--- src/rtl/rsa_modexp_ctrl_if.sv ---
// rsa_modexp_ctrl_if: host-side and mmm_unit-side signals of the modexp sequencer.
interface rsa_modexp_ctrl_if #(parameter int WIDTH = 4);
  logic ena, clear, start, busy, done;
  logic mmm_ena, mmm_clear, mmm_ld_a, mmm_ld_r, mmm_lock;
  logic [WIDTH-1:0] P, E, M, CONST, RESULT;
  logic [WIDTH-1:0] mmm_a, mmm_b, mmm_m, mmm_r;
  modport slave (
    input  ena, clear, start, P, E, M, CONST, mmm_r,
    output busy, done, RESULT, mmm_ena, mmm_clear, mmm_ld_a, mmm_ld_r, mmm_lock, mmm_a, mmm_b, mmm_m
  );
  modport master (
    output ena, clear, start, P, E, M, CONST, mmm_r,
    input  busy, done, RESULT, mmm_ena, mmm_clear, mmm_ld_a, mmm_ld_r, mmm_lock, mmm_a, mmm_b, mmm_m
  );
endinterface

--- src/rtl/rsa_modexp_ctrl.sv ---
// rsa_modexp_ctrl: MSB-first square-and-multiply sequencer driving a Montgomery multiplier.
// Optional RSA_SKIP_LEADING_ZEROS_EN skips exponent bits above the highest set bit.
module rsa_modexp_ctrl #(
  parameter int WIDTH = 4
) (
  input logic clk,
  input logic rstb,
  rsa_modexp_ctrl_if.slave bus
);
  localparam int PW = $clog2(WIDTH + 3);
  localparam int BW = WIDTH > 1 ? $clog2(WIDTH) : 1;
  localparam logic [PW-1:0] PH_ST = PW'(WIDTH + 1);
  localparam logic [PW-1:0] PH_WB = PW'(WIDTH + 2);
  localparam logic [WIDTH-1:0] ONE_V = WIDTH'(1);
  typedef enum logic [2:0] {S_IDLE, S_XB, S_ONE, S_SQ, S_MUL, S_FIN, S_DONE} st_t;
  st_t r_st, w_nst;
  logic [PW-1:0] r_ph, w_nph;
  logic [BW-1:0] r_bit, w_bit0;
  logic [WIDTH-1:0] r_e, r_m, r_c, r_acc, r_xbar, r_res, r_a, r_b;
  logic [WIDTH-1:0] w_e0, w_acc, w_a, w_b;
  logic r_busy, r_done, r_clr, r_ld_a, r_ld_r, r_lock;
  logic w_go, w_op, w_wb, w_nop, w_load, w_last, w_bit_end, w_skip;
`ifdef RSA_SKIP_LEADING_ZEROS_EN
  logic r_ez;
  logic [BW-1:0] w_msb;
  always_comb begin
    w_msb = '0;
    for (int i = 0; i < WIDTH; i++) if (bus.E[i]) w_msb = BW'(i);
  end
  // pre-align E so its highest set bit sits at the top of the shift register
  assign w_bit0 = w_msb;
  assign w_e0 = bus.E << (BW'(WIDTH - 1) - w_msb);
  assign w_skip = r_ez;
  always_ff @(posedge clk or negedge rstb)
    if (!rstb) r_ez <= 1'b0;
    else if (bus.ena && w_go) r_ez <= bus.E == '0;
`else
  assign w_bit0 = BW'(WIDTH - 1);
  assign w_e0 = bus.E;
  assign w_skip = 1'b0;
`endif
  assign w_go = r_st == S_IDLE && bus.start && !bus.clear;
  assign w_op = r_st != S_IDLE && r_st != S_DONE;
  assign w_wb = w_op && r_ph == PH_WB;
  assign w_last = r_bit == '0;
  assign w_bit_end = w_wb && ((r_st == S_SQ && !r_e[WIDTH-1]) || r_st == S_MUL);
  assign w_nop = w_nst != S_IDLE && w_nst != S_DONE;
  assign w_load = w_nop && w_nph == '0;
  assign w_acc = (w_wb && (r_st == S_ONE || r_st == S_SQ || r_st == S_MUL)) ? bus.mmm_r : r_acc;
  always_comb begin
    w_nst = r_st;
    w_nph = r_ph;
    if (bus.clear) begin
      w_nst = S_IDLE;
      w_nph = '0;
    end else begin
      case (r_st)
        S_IDLE: w_nst = bus.start ? S_XB : S_IDLE;
        S_DONE: w_nst = S_IDLE;
        default: begin
          w_nph = w_wb ? '0 : r_ph + 1'b1;
          if (w_wb)
            case (r_st)
              S_XB:    w_nst = S_ONE;
              S_ONE:   w_nst = w_skip ? S_FIN : S_SQ;
              S_SQ:    w_nst = r_e[WIDTH-1] ? S_MUL : (w_last ? S_FIN : S_SQ);
              S_MUL:   w_nst = w_last ? S_FIN : S_SQ;
              default: w_nst = S_DONE;
            endcase
        end
      endcase
    end
  end
  // operands for the op being entered; acc forwarding covers back-to-back ops
  always_comb begin
    w_a = w_acc;
    w_b = ONE_V;
    case (w_nst)
      S_XB:    begin w_a = bus.P; w_b = bus.CONST; end
      S_ONE:   begin w_a = ONE_V; w_b = r_c; end
      S_SQ:    w_b = w_acc;
      S_MUL:   w_b = r_xbar;
      default: ;
    endcase
  end
  always_ff @(posedge clk or negedge rstb)
    if (!rstb) begin
      r_st <= S_IDLE;
      r_ph <= '0;
      r_bit <= '0;
      r_e <= '0;
      r_m <= '0;
      r_c <= '0;
      r_acc <= '0;
      r_xbar <= '0;
      r_res <= '0;
      r_a <= '0;
      r_b <= '0;
      r_busy <= 1'b0;
      r_done <= 1'b0;
      r_clr <= 1'b0;
      r_ld_a <= 1'b0;
      r_ld_r <= 1'b0;
      r_lock <= 1'b0;
    end else if (bus.ena) begin
      r_st <= w_nst;
      r_ph <= w_nph;
      r_busy <= w_nop;
      r_done <= w_nst == S_DONE;
      r_ld_a <= w_load;
      r_ld_r <= w_nop && w_nph == PH_ST;
      r_lock <= w_nop && w_nph == PH_WB;
      r_clr <= bus.clear && w_op;
      if (w_load) begin
        r_a <= w_a;
        r_b <= w_b;
      end
      if (w_go) begin
        r_e <= w_e0;
        r_bit <= w_bit0;
        r_m <= bus.M;
        r_c <= bus.CONST;
      end
      if (!bus.clear) begin
        r_acc <= w_acc;
        if (w_wb && r_st == S_XB) r_xbar <= bus.mmm_r;
        if (w_wb && r_st == S_FIN) r_res <= bus.mmm_r;
        if (w_bit_end) begin
          r_e <= r_e << 1;
          r_bit <= r_bit - 1'b1;
        end
      end
    end
  assign bus.busy = r_busy;
  assign bus.done = r_done;
  assign bus.RESULT = r_res;
  assign bus.mmm_ena = r_busy & bus.ena;
  assign bus.mmm_clear = r_clr & bus.ena;
  assign bus.mmm_ld_a = r_ld_a & bus.ena;
  assign bus.mmm_ld_r = r_ld_r & bus.ena;
  assign bus.mmm_lock = r_lock & bus.ena;
  assign bus.mmm_a = r_a;
  assign bus.mmm_b = r_b;
  assign bus.mmm_m = r_m;
endmodule

--- src/flat_wrapper.sv ---
// flat-port wrapper written by rule: the top's interface ports become plain ports
module rsa_modexp_ctrl_flat 
#(
  parameter int WIDTH = 4
)
  (clk, rstb, bus_ena, bus_clear, bus_start, bus_P, bus_E, bus_M, bus_CONST, bus_mmm_r, bus_busy, bus_done, bus_RESULT, bus_mmm_ena, bus_mmm_clear, bus_mmm_ld_a, bus_mmm_ld_r, bus_mmm_lock, bus_mmm_a, bus_mmm_b, bus_mmm_m);
  rsa_modexp_ctrl_if #(.WIDTH(WIDTH)) bus_i ();
  input logic clk;
  input logic rstb;
  input wire logic [$bits(bus_i.ena)-1:0] bus_ena;
  input wire logic [$bits(bus_i.clear)-1:0] bus_clear;
  input wire logic [$bits(bus_i.start)-1:0] bus_start;
  input wire logic [$bits(bus_i.P)-1:0] bus_P;
  input wire logic [$bits(bus_i.E)-1:0] bus_E;
  input wire logic [$bits(bus_i.M)-1:0] bus_M;
  input wire logic [$bits(bus_i.CONST)-1:0] bus_CONST;
  input wire logic [$bits(bus_i.mmm_r)-1:0] bus_mmm_r;
  output wire logic [$bits(bus_i.busy)-1:0] bus_busy;
  output wire logic [$bits(bus_i.done)-1:0] bus_done;
  output wire logic [$bits(bus_i.RESULT)-1:0] bus_RESULT;
  output wire logic [$bits(bus_i.mmm_ena)-1:0] bus_mmm_ena;
  output wire logic [$bits(bus_i.mmm_clear)-1:0] bus_mmm_clear;
  output wire logic [$bits(bus_i.mmm_ld_a)-1:0] bus_mmm_ld_a;
  output wire logic [$bits(bus_i.mmm_ld_r)-1:0] bus_mmm_ld_r;
  output wire logic [$bits(bus_i.mmm_lock)-1:0] bus_mmm_lock;
  output wire logic [$bits(bus_i.mmm_a)-1:0] bus_mmm_a;
  output wire logic [$bits(bus_i.mmm_b)-1:0] bus_mmm_b;
  output wire logic [$bits(bus_i.mmm_m)-1:0] bus_mmm_m;
  assign bus_i.ena = bus_ena;
  assign bus_i.clear = bus_clear;
  assign bus_i.start = bus_start;
  assign bus_i.P = bus_P;
  assign bus_i.E = bus_E;
  assign bus_i.M = bus_M;
  assign bus_i.CONST = bus_CONST;
  assign bus_i.mmm_r = bus_mmm_r;
  assign bus_busy = bus_i.busy;
  assign bus_done = bus_i.done;
  assign bus_RESULT = bus_i.RESULT;
  assign bus_mmm_ena = bus_i.mmm_ena;
  assign bus_mmm_clear = bus_i.mmm_clear;
  assign bus_mmm_ld_a = bus_i.mmm_ld_a;
  assign bus_mmm_ld_r = bus_i.mmm_ld_r;
  assign bus_mmm_lock = bus_i.mmm_lock;
  assign bus_mmm_a = bus_i.mmm_a;
  assign bus_mmm_b = bus_i.mmm_b;
  assign bus_mmm_m = bus_i.mmm_m;
  rsa_modexp_ctrl #(.WIDTH(WIDTH)) u_core (.clk(clk), .rstb(rstb), .bus(bus_i));
endmodule
--- config.mk ---
export PLATFORM = sky130hd
export DESIGN_NAME = rsa_modexp_ctrl_flat
export DESIGN_NICKNAME = d
export VERILOG_FILES = /design/src/rtl/rsa_modexp_ctrl_if.sv /design/src/rtl/rsa_modexp_ctrl.sv /design/src/flat_wrapper.sv
export SDC_FILE = /design/constraint.sdc
export NUM_CORES = 1
export LEC_CHECK = 0
export ABC_AREA = 1
export CELL_PAD_IN_SITES_DETAIL_PLACEMENT = 0
export CELL_PAD_IN_SITES_GLOBAL_PLACEMENT = 1
export CORE_ASPECT_RATIO = 1.75
export CORE_UTILIZATION = 38
export CTS_BUF_LIST = sky130_fd_sc_hd__clkbuf_16
export DETAILED_ROUTE_END_ITERATION = 7
export PLACE_DENSITY = 0.88
export SLEW_MARGIN = 20
export SYNTH_ARGS = -nofsm -noshare
export SYNTH_HDL_FRONTEND = slang
export SYNTH_SLANG_ARGS = --single-unit
export TNS_END_PERCENT = 5
--- constraint.sdc ---
create_clock -name clk -period 2.14 [get_ports clk]
set_input_delay 0.428 -clock clk [delete_from_list [all_inputs] [get_ports clk]]
set_output_delay 0.428 -clock clk [all_outputs]
set_load 0.05 [all_outputs]
==> metrics.yaml <==
floorplan:
  die_h_um: 109.1
  num_rows: 38
  dieArea_mm2: 0.006893
  io_pins: 48
  die_x_um: 63.19
  core-area_mm2: 0.006276
  initial_utilization_pct: 39.67
routing:
  ant_nets: 0
  wl_per_cell_um: 13.00
  first_iter_violations: 124
  drt-total-wl_mm: 6.253
  vias_per_cell: 4.817
  vias: 2317
  firstDrtPassIters: 4
  drcViolationCount: 0
sta:
  fin_crit_sh_pct: 93.39
  rsz0062_at_grt: "no"
  fin_ws_ps: 141.5
  tightest_slew_ps: 589.4
  max_freq_ghz: 0.5004
  maxSlewViolCount: 0
  period_needed_ps: 1998
  hold_viol_final: 0
  relSlewSlack_pct: 60.71
  clock_skew_ps: 7.139
  setup_viol: 0
grt:
  grt_use_met3_pct: 2.824
  gr-usage-met2_pct: 35.48
  busiest_layer: "met2"
  grt_pass1_vias: 2281
  grt-ovfl-total: 0
  grt_usage_pct: 19.27
  grt_antenna_before_repair: 0
  grt_pass1_wl_mm: 10.21
  grt_max_degree: 47
  grtUsageMet1_pct: 20.63
place:
  io_buffer_count: 47
  placed_area_mm2: 0.003286
  hpwlAfterDp_mm: 4.875
  gp_congestion: 0.9153
  dp_slack_ps: -42.58
synthesis:
  ys.flop_type: "dfrtp_1"
  async_flop_share_pct: 100.0
  syn-num-nets: 349
  ys_warn_count: 0
  synth.distinct_cells: 29
  synthTopCellsByArea: "dfrtp_1 46%, nand2_1 17%, mux2_2 5.4%"
  avgSynthCellArea_um2: 7.757
  synth-edff-count: 0
  seq_area_frac_synth_pct: 46.23
  yosys_register_bits: 46
  synthesis.instances: 321
  synth_top_area_share_pct: 46.23
  syn_area_mm2: 0.002490
  synth.largest_area_cell: "dfrtp_1"
layout:
  final_cell_mix: "106 x nand2_1, 44 x dfrtp_1, 41 x clkdlybuf4s50_1"
  syn_to_final_growth_pct: 40.70
  diodes: 0
  finalNetCount: 428
  final_common_cell: "nand2_1"
  drive_gt1_share_pct: 22.69
  final_cell_area_mm2: 0.003503
clock_tree:
  cts_buffers: 5
  clk_pin_slew_worst_paths_ps: 70
  cts_tree: "yes"
  cts_sinks: 46
  hold_buffers: 0
  clk_latency_ps: 280
  clock_path_buffers: 2
  cts_htree_levels: 2
  root_buffer: "clkbuf_16"
worst_setup_path:
  startpoint_type: "flop"
  reg2reg_from: "u_core.r_bit[0]$_DFFE_PN0P_"
  path_max_fanout: 6
  ff2ff_setup_slack_ps: 140
  r2r-end: "u_core.bus.mmm_b[0]$_DFFE_PN0P_"
  crit_type: "reg -> reg"
  end_kind: "flop"
  r2r_cells: 14
  worstPathArrival_ps: 2160
  worstPathRequired_ps: 2310
worst_hold_path:
  worstHoldPathType: "in -> async"
run_status:
  status: "completed"
run:
  cap_violations: 0
power:
  leakage_nw: 1.800
  vdd_drop_max_uv: 478.2
  p_per_area_mw_per_mm2: 794.3
==> area by class of cell <==
class                           count  area (µm²)
Multi-Input combinational cell    229        1210
Clock inverter                      3       12.51
Tap cell                           80       100.1
Timing Repair Buffer               79       755.7
Inverter                           39       146.4
Fill cell                         606        2773
Clock buffer                        5       125.1
Sequential cell                    46        1154
==> Yosys cell counts (all sizes together) (2+ instances only) <==
cell type  number
nand2         114
dfrtp          46
inv            39
nor2           27
o21ai          26
nand3          20
a21oi          15
mux2           12
buf             5
ha              3
nor3            3
clkbuf          2
nand4           2
o22ai           2
or2             2
==> metal layers <==
| layer | vias up | share of wire (%) |
|---|---|---|
| met3 | 18 | 2.2 |
| met2 | 43 | 55 |
| met5 | - | 0 |
| met4 | 0 | 3.6 |
| li1 | 1178 | - |
| met1 | 1078 | 39 |
==> per-stage QoR <==
step / power, mW / setup TNS, ps / hold WS [ps] / utilization, % / instances
floorplan: 1.672 / 0 / 132.4 / - / 321
global placement: 2.030 / -402.0 / 466.1 / 52.35 / 470
detailed placement: 2.043 / -162.9 / 476.5 / 52.35 / 470
CTS: 2.780 / 0 / 256.0 / 54.55 / 478
global route: 2.915 / 0 / 291.3 / 55.82 / 481
finish: 2.783 / 0 / 216.1 / 55.82 / 481
==> power by group <==
part / internal [mW] / switching [mW] / leakage, nW
registers: 1.01 / 0.0871 / 0.584
clock network: 0.423 / 0.314 / 0.0724
logic: 0.372 / 0.573 / 1.14
==> critical path, stage by stage, from the launching register on <==
cell and delay (ps):
dfrtp_1 330, inv_1 60, ha_1 210, or2_2 290
nand2_1 80, nand2_2 90, nand2_2 90, nand2_2 90
nand2_2 110, nor2_4 50, buf_4 130, nand2_1 50
nand2_1 40, nor2_1 170, a21oi_2 80
==> flip-flops by register name, summed over array words and instances (netlist names) <==
| register | count |
|---|---|
| u_core.bus.RESULT | 4 |
| u_core.bus.busy | 1 |
| u_core.bus.done | 1 |
| u_core.bus.mmm_a | 4 |
| u_core.bus.mmm_b | 4 |
| u_core.bus.mmm_m | 4 |
| u_core.r_acc | 4 |
| u_core.r_bit | 2 |
| u_core.r_c | 4 |
| u_core.r_clr | 1 |
| u_core.r_e | 4 |
| u_core.r_ld_a | 1 |
| u_core.r_ld_r | 1 |
| u_core.r_lock | 1 |
| u_core.r_ph | 3 |
| u_core.r_st | 3 |
| u_core.r_xbar | 4 |
==> cell families (layout without fill, tap and decap cells) <==
group                    count (synthesis)  after routing  synth area share [%]
AO/OA/AOI/OAI                           44             44                 9.498
XOR/XNOR                                 1              1                0.3518
adder cells (fa/ha/maj)                  3              3                 1.508
buffers and inverters                   46            126                 7.387
flip-flops                              46             46                 46.23
multiplexers                            12             12                 5.427
AND/OR/NAND/NOR                        169            169                 29.60
==> worst max-delay path by stage <==
| stage | from | end | slack, ps | cells after the start |
|---|---|---|---|---|
| final | u_core.r_bit[0]$_DFFE_PN0P_ | u_core.bus.mmm_b[0]$_DFFE_PN0P_ | 140 | 14 |
| after global routing | u_core.r_bit[0]$_DFFE_PN0P_ | u_core.bus.mmm_b[0]$_DFFE_PN0P_ | 3 | 13 |
| after CTS | u_core.r_bit[0]$_DFFE_PN0P_ | u_core.bus.mmm_b[3]$_DFFE_PN0P_ | 70 | 14 |
| after detailed placement | bus_clear | u_core.bus.mmm_b[1]$_DFFE_PN0P_ | -40 | 11 |
| after global placement | bus_clear | u_core.bus.mmm_a[1]$_DFFE_PN0P_ | -70 | 11 |
| after floorplan | u_core.r_ph[0]$_DFFE_PN0P_ | u_core.bus.mmm_b[0]$_DFFE_PN0P_ | 250 | 13 |
==> repair_timing <==
action	in CTS	in global routing
resized for setup	0	19
endpoints found under the setup margin	0	10
setup buffers	0	3
Power figures use the tool's default switching activity.
